==> config.mk <==
export PLATFORM = sky130hd
export DESIGN_NAME = stream_mux_rr_flat
export DESIGN_NICKNAME = d
export VERILOG_FILES = /design/src/rtl/stream_mux_rr_pkg.sv /design/src/rtl/stream_mux_rr_if.sv /design/src/rtl/stream_mux_rr_rr_arbiter.sv /design/src/rtl/stream_mux_rr.sv /design/src/flat_wrapper.sv
export SDC_FILE = /design/constraint.sdc
export NUM_CORES = 1
export LEC_CHECK = 0
export CAP_MARGIN = 20
export CELL_PAD_IN_SITES_DETAIL_PLACEMENT = 2
export CELL_PAD_IN_SITES_GLOBAL_PLACEMENT = 2
export CORE_MARGIN = 1.5
export CORE_UTILIZATION = 21
export CTS_BUF_LIST = sky130_fd_sc_hd__clkbuf_4 sky130_fd_sc_hd__clkbuf_8
export DETAILED_ROUTE_END_ITERATION = 16
export PLACE_DENSITY_LB_ADDON = 0.15
export SLEW_MARGIN = 40
export SYNTH_ARGS = -nofsm -noshare
export SYNTH_HDL_FRONTEND = slang
export SYNTH_SLANG_ARGS = --single-unit
==> constraint.sdc <==
create_clock -name clk -period 3 [get_ports clk]
set_input_delay 0.6 -clock clk [delete_from_list [all_inputs] [get_ports clk]]
set_output_delay 0.6 -clock clk [all_outputs]
set_load 0.05 [all_outputs]
==> src/rtl/stream_mux_rr_pkg.sv <==
// Shared constants for the round-robin stream multiplexer: defaults, lock-state
// encodings and the channel-index width helper.
package stream_mux_rr_pkg;

   localparam int unsigned DEF_N_CH = 4;
   localparam int unsigned DEF_W    = 4;

   localparam logic [0:0] ST_OPEN = 1'b0;
   localparam logic [0:0] ST_LOCK = 1'b1;

   // Index width for an N-way selector; never narrower than one bit.
   function automatic int unsigned idx_width(input int unsigned n);
      return (n < 2) ? 1 : $clog2(n);
   endfunction

endpackage

==> src/rtl/stream_mux_rr_if.sv <==
// N producer streams in, one registered consumer stream out.
// The slave modport is the multiplexer side.
interface stream_mux_rr_if
   import stream_mux_rr_pkg::*;
#(
   parameter int unsigned N_CH = DEF_N_CH,
   parameter int unsigned W    = DEF_W
) ();

   localparam int unsigned IDX_W = idx_width(N_CH);

   logic [N_CH-1:0]   in_valid;
   logic [N_CH*W-1:0] in_data;
   logic [N_CH-1:0]   in_last;
   logic [N_CH-1:0]   in_ready;

   logic              out_valid;
   logic [W-1:0]      out_data;
   logic              out_last;
   logic [IDX_W-1:0]  out_sel;
   logic              out_ready;

   modport master (
      output in_valid, in_data, in_last, out_ready,
      input  in_ready, out_valid, out_data, out_last, out_sel
   );

   modport slave (
      input  in_valid, in_data, in_last, out_ready,
      output in_ready, out_valid, out_data, out_last, out_sel
   );

endinterface

==> src/rtl/stream_mux_rr_rr_arbiter.sv <==
// Round-robin arbiter with optional packet lock. Owns the rotation pointer and
// the lock; the grant is combinational from req and the current state.
module rr_arbiter
   import stream_mux_rr_pkg::*;
#(
   parameter  int unsigned N_CH        = DEF_N_CH,
   parameter  int unsigned PACKET_MODE = 0,
   localparam int unsigned IDX_W       = idx_width(N_CH)
) (
   input  logic             clk,
   input  logic             rst,
   input  logic [N_CH-1:0]  req,
   input  logic             advance,
   input  logic             last,
   output logic [IDX_W-1:0] grant_idx,
   output logic             grant_valid
);

   localparam int unsigned SUM_W = IDX_W + 1;

   logic [0:0]       state;
   logic [0:0]       state_nxt;
   logic [IDX_W-1:0] lock_idx;
   logic [IDX_W-1:0] lock_nxt;
   logic [IDX_W-1:0] ptr;
   logic [IDX_W-1:0] ptr_nxt;
   logic [SUM_W-1:0] cand_c;

   // Successor index, wrapping at N_CH even when N_CH is not a power of two.
   function automatic logic [IDX_W-1:0] next_of(input logic [IDX_W-1:0] i);
      return (32'(i) == N_CH - 1) ? '0 : i + 1'b1;
   endfunction

   always_ff @(posedge clk) begin
      if (rst) begin
         state    <= ST_OPEN;
         lock_idx <= '0;
         ptr      <= '0;
      end else begin
         state    <= state_nxt;
         lock_idx <= lock_nxt;
         ptr      <= ptr_nxt;
      end
   end

   // Grant search from ptr upward with wrap, or the locked channel only.
   always_comb begin
      grant_idx   = '0;
      grant_valid = 1'b0;
      cand_c      = '0;
      state_nxt   = state;
      lock_nxt    = lock_idx;
      ptr_nxt     = ptr;

      if (state == ST_LOCK) begin
         grant_idx   = lock_idx;
         grant_valid = req[lock_idx];
      end else begin
         for (int unsigned k = 0; k < N_CH; k++) begin
            cand_c = SUM_W'(ptr) + SUM_W'(k);
            if (cand_c >= SUM_W'(N_CH)) cand_c = cand_c - SUM_W'(N_CH);
            if (!grant_valid && req[IDX_W'(cand_c)]) begin
               grant_valid = 1'b1;
               grant_idx   = IDX_W'(cand_c);
            end
         end
      end

      // Mid-packet beats park ptr on the owner; the lock release moves it on.
      if (advance) begin
         if (PACKET_MODE == 0) begin
            ptr_nxt = next_of(grant_idx);
         end else if (!last) begin
            state_nxt = ST_LOCK;
            lock_nxt  = grant_idx;
            ptr_nxt   = grant_idx;
         end else begin
            state_nxt = ST_OPEN;
            ptr_nxt   = next_of(grant_idx);
         end
      end
   end

endmodule

==> src/rtl/stream_mux_rr.sv <==
// N-to-1 stream multiplexer: round-robin arbiter in front of a single
// registered output stage that loads whenever it is empty or being drained.
module stream_mux_rr
   import stream_mux_rr_pkg::*;
#(
   parameter int unsigned N_CH        = DEF_N_CH,
   parameter int unsigned W           = DEF_W,
   parameter int unsigned PACKET_MODE = 0
) (
   input  logic           clk,
   input  logic           rst,
   stream_mux_rr_if.slave bus
);

   localparam int unsigned IDX_W = idx_width(N_CH);

   logic             load_en_c;
   logic             xfer_c;
   logic             grant_valid;
   logic [IDX_W-1:0] grant_idx;
   logic [W-1:0]     sel_data_c;
   logic             sel_last_c;
   logic [N_CH-1:0]  ready_c;

   assign load_en_c = !bus.out_valid || bus.out_ready;
   assign xfer_c    = load_en_c && grant_valid && !rst;

   rr_arbiter #(
      .N_CH        (N_CH),
      .PACKET_MODE (PACKET_MODE)
   ) u_arb (
      .clk         (clk),
      .rst         (rst),
      .req         (bus.in_valid),
      .advance     (xfer_c),
      .last        (sel_last_c),
      .grant_idx   (grant_idx),
      .grant_valid (grant_valid)
   );

   // Granted channel's payload and its one-hot ready.
   always_comb begin
      sel_data_c = '0;
      sel_last_c = 1'b0;
      ready_c    = '0;
      for (int unsigned i = 0; i < N_CH; i++) begin
         if (grant_idx == IDX_W'(i)) begin
            sel_data_c = bus.in_data[i*W +: W];
            sel_last_c = bus.in_last[i];
            ready_c[i] = xfer_c;
         end
      end
   end

   assign bus.in_ready = ready_c;

   // Output stage; payload fields hold when the register empties.
   always_ff @(posedge clk) begin
      if (rst) begin
         bus.out_valid <= 1'b0;
         bus.out_data  <= '0;
         bus.out_last  <= 1'b0;
         bus.out_sel   <= '0;
      end else if (load_en_c) begin
         bus.out_valid <= xfer_c;
         if (xfer_c) begin
            bus.out_data <= sel_data_c;
            bus.out_last <= sel_last_c;
            bus.out_sel  <= grant_idx;
         end
      end
   end

endmodule

==> src/flat_wrapper.sv <==
// flat-port wrapper written by rule: the top's interface ports become plain ports
module stream_mux_rr_flat import stream_mux_rr_pkg::*;
#(
   parameter int unsigned N_CH        = DEF_N_CH,
   parameter int unsigned W           = DEF_W,
   parameter int unsigned PACKET_MODE = 0
)
  (clk, rst, bus_in_valid, bus_in_data, bus_in_last, bus_out_ready, bus_in_ready, bus_out_valid, bus_out_data, bus_out_last, bus_out_sel);
  stream_mux_rr_if #(.N_CH(N_CH), .W(W)) bus_i ();
  input  logic clk;
  input  logic rst;
  input wire logic [$bits(bus_i.in_valid)-1:0] bus_in_valid;
  input wire logic [$bits(bus_i.in_data)-1:0] bus_in_data;
  input wire logic [$bits(bus_i.in_last)-1:0] bus_in_last;
  input wire logic [$bits(bus_i.out_ready)-1:0] bus_out_ready;
  output wire logic [$bits(bus_i.in_ready)-1:0] bus_in_ready;
  output wire logic [$bits(bus_i.out_valid)-1:0] bus_out_valid;
  output wire logic [$bits(bus_i.out_data)-1:0] bus_out_data;
  output wire logic [$bits(bus_i.out_last)-1:0] bus_out_last;
  output wire logic [$bits(bus_i.out_sel)-1:0] bus_out_sel;
  assign bus_i.in_valid = bus_in_valid;
  assign bus_i.in_data = bus_in_data;
  assign bus_i.in_last = bus_in_last;
  assign bus_i.out_ready = bus_out_ready;
  assign bus_in_ready = bus_i.in_ready;
  assign bus_out_valid = bus_i.out_valid;
  assign bus_out_data = bus_i.out_data;
  assign bus_out_last = bus_i.out_last;
  assign bus_out_sel = bus_i.out_sel;
  stream_mux_rr #(.N_CH(N_CH), .W(W), .PACKET_MODE(PACKET_MODE)) u_core (.clk(clk), .rst(rst), .bus(bus_i));
endmodule
==> flow_metrics.py <==
metrics = {
    "final_layout": {
        "diodes": 0,
        "drive_gt1_frac": 0.1538,
        "layoutNonFillerInstCount": 174,
        "area_growth_pct": 85.05,
        "utilization": 0.4057,
        "final_nets": 162,
    },
    "drt": {
        "vias": 808,
        "drc_errors": 0,
        "wirelength_um": 2510,
        "ant_nets": 0,
        "firstDrtPassIters": 4,
        "wl_per_cell_um": 14.43,
        "drt_iter0_drc": 12,
        "vias_per_cell": 4.644,
    },
    "setup_path": {
        "path_delay_family": "simple AND/OR/NAND/NOR gates",
        "slowest_stage": "or2_1",
        "crit_type": "input pin to output port",
        "cp-start-kind": "input pin",
        "r2r-start": "u_core.u_arb.ptr[1]",
        "critPathMaxStageDelay_ns": 0.26,
        "end_kind": "output port",
        "path_cells": "dlymetal6s2s_1, nor2b_1, o21ai_1, o311ai_1, or2_1, ha_1, and2_1, buf_12",
        "cp_max_fo": 3,
        "cp.arrival_ns": 2.04,
        "r2r-end": "u_core.bus.out_data[3]",
        "cp_num_buf_inv": 2,
        "worstPathRequired_ns": 2.40,
        "rr_worst_depth": 8,
        "rrSetupSlack_ns": 0.77,
    },
    "synth": {
        "ys_top_cells_by_area": "dfxtp_1 30%, a21oi_1 13%, ha_1 7.5%",
        "synth_area_um2": 669.4,
        "syn_inst": 85,
        "syn_avg_cell_area_um2": 7.875,
        "synth_top_area_cell": "dfxtp_1",
        "synthDominantCellAreaShare": 0.2991,
        "ys_seq_area_frac": 0.2991,
        "synth_nets": 116,
        "synth-seq-cells": 10,
        "ys_types": 25,
        "ys_warn_count": 0,
    },
    "job": {
        "maxCapViolCount": 0,
    },
    "timing": {
        "hold_ws_ns": 0.4900,
        "skew_ns": 0.002950,
        "fmax_mhz": 378.5,
        "setup_tns_ns": 0,
        "setup-violations-final": 0,
        "hold_violations": 0,
        "rsz0062_at_grt": "no",
        "min_period_over_period": 0.8807,
        "min_period_ns": 2.642,
        "maxSlewViolCount": 0,
        "slew_headroom": 0.6238,
        "worstMarginPinSlew_ns": 0.5613,
        "setup_slack_ns": 0.3580,
    },
    "clocking": {
        "cts-htree-levels": 1,
        "clk_path_buf_depth": 2,
        "numCtsBuffers": 3,
        "tritoncts": "built",
        "cts_root_buf": "clkbuf_4",
        "post-cts-setup-buffers": 0,
        "clock-sinks": 10,
        "path_clk_slew_ns": 0.07,
        "worstSkewPairLatency_ns": 0.27,
    },
    "placement": {
        "gp_congestion": 0.7086,
        "pre_cts_ws_ns": -0.1813,
        "dp_hpwl_um": 2051,
        "dp.cells": 170,
        "portBuffers": 38,
    },
    "run_status": {
        "outcome": "finished clean",
    },
    "hold_path": {
        "worstHoldEndpoint": "u_core.bus.out_sel[0]",
        "worstHoldStart": "u_core.bus.out_sel[0]",
        "whs_path_depth": 2,
        "hp-class": "flip-flop to flip-flop",
    },
    "global_route": {
        "antenna_found_initial": 0,
        "grt_pass1_wl_um": 3981,
        "grt_usage": 0.1547,
        "grt_overflow": 0,
        "grt_pass1_vias": 859,
        "grt_max_degree": 11,
    },
    "power_and_ir_drop": {
        "irDropWorstVdd_mv": 0.2656,
        "p_leak_nw": 0.5561,
        "pwr_density_cell_mw_per_mm2": 705.3,
    },
    "floorplanning": {
        "start_util": 0.2193,
        "ios": 39,
        "die-area_mm2": 0.003535,
        "die_h_um": 59.46,
        "die_x_um": 59.46,
        "rows": 20,
        "core_area_mm2": 0.003053,
    },
}
[metrics by stage]
step | area [µm²] | power [W]
after floorplan | 669.4 | 0.0005187
after global placement | 1172 | 0.0007412
after detailed placement | 1177 | 0.0007514
after CTS | 1221 | 0.0008860
after global routing | 1239 | 0.0009387
final | 1239 | 0.0008736
[state kept, by name, indices dropped and copies added (netlist names)]
signal and count:
u_core.bus.out_data 4, u_core.u_arb.ptr 2, u_core.bus.out_last 1, u_core.bus.out_valid 1
u_core.bus.out_sel 2
[cell type report]
cell class              count  area (µm²)
clock buffers               4       36.28
fillers                   352        1814
inverters                   8       30.03
multi-input cells          63       434.2
flip-flops and latches     10       200.2
well taps                  44       55.05
repair buffers             45       483.0
[metal layers]
layer | wire (µm) | GRT usage | vias up
met3 | 138 | 0.02402 | 5
met2 | 1226 | 0.2622 | 28
li1 | - | - | 393
met1 | 1095 | 0.1873 | 382
met5 | 0 | 0 | -
met4 | 49 | 0.07792 | 0
[layout by cell type (no fill, tap or decap), drive strengths merged, types with 4 or more instances in the layout]
master,n
and2,4
a211o,4
a221oi,5
dlymetal6s2s,4
a21oi,17
dfxtp,10
inv,8
ha,4
nor2b,5
clkdlybuf4s50,30
buf,11
o21ai,4
clkbuf,4
[cells by family after synthesis]
logic type,count (synthesis),share of synthesized area
flip-flops,10,0.2991
AO/OA/AOI/OAI,34,0.3327
AND/OR/NAND/NOR,25,0.2112
buffers and inverters,12,0.08224
adder cells (fa/ha/maj),4,0.07477
[repair_timing]
item	CTS	global route
endpoints found under the setup margin	4	4
pin swaps	0	1
hold buffers	0	0
resized for setup	1	5
[worst max-delay path by stage]
| stage | startpoint | slack (ns) | depth (start not counted) | endpoint |
|---|---|---|---|---|
| floorplan | bus_in_valid[1] | 0.31 | 7 | bus_in_ready[2] |
| global placement | bus_in_valid[1] | -0.03 | 10 | u_core.bus.out_data[3] |
| detailed placement | bus_in_valid[1] | -0.18 | 10 | u_core.bus.out_last |
| CTS | bus_in_valid[1] | 0.007 | 8 | bus_in_ready[0] |
| global route | bus_in_valid[2] | 0.25 | 8 | bus_in_ready[0] |
| finish | bus_in_valid[2] | 0.36 | 8 | bus_in_ready[0] |
[report_power, final]
part	total, W	internal, W	switching [W]
Combinational	0.000550	0.000243	0.000307
Sequential	0.000194	0.000168	0.0000263
Clock	0.000129	0.0000738	0.0000550
[worst reg2reg max path, delay by kind of cell (launching register included)]
family          cells  cell delay [ns]
compound gates      5             1.02
flops               1             0.45
simple gates        1             0.33
buf+inv             1             0.18
fa+ha+maj           1             0.18
[synthesized netlist by cell type]
cell	instances
a21oi_1	17
nor4_2	1
nand2b_1	2
or2_1	1
o32ai_1	1
inv_1	8
or3_1	1
a221oi_2	1
ha_1	4
buf_6	1
a21o_1	2
nand2_1	3
nand3_1	3
a221oi_1	4
nor3_1	2
o21ai_1	1
o21ai_0	3
a211o_1	4
nor2b_1	5
dfxtp_1	10
nor2_1	3
and2_1	4
clkbuf_1	1
buf_2	2
o311ai_1	1
(Power assumes the default switching activity.)
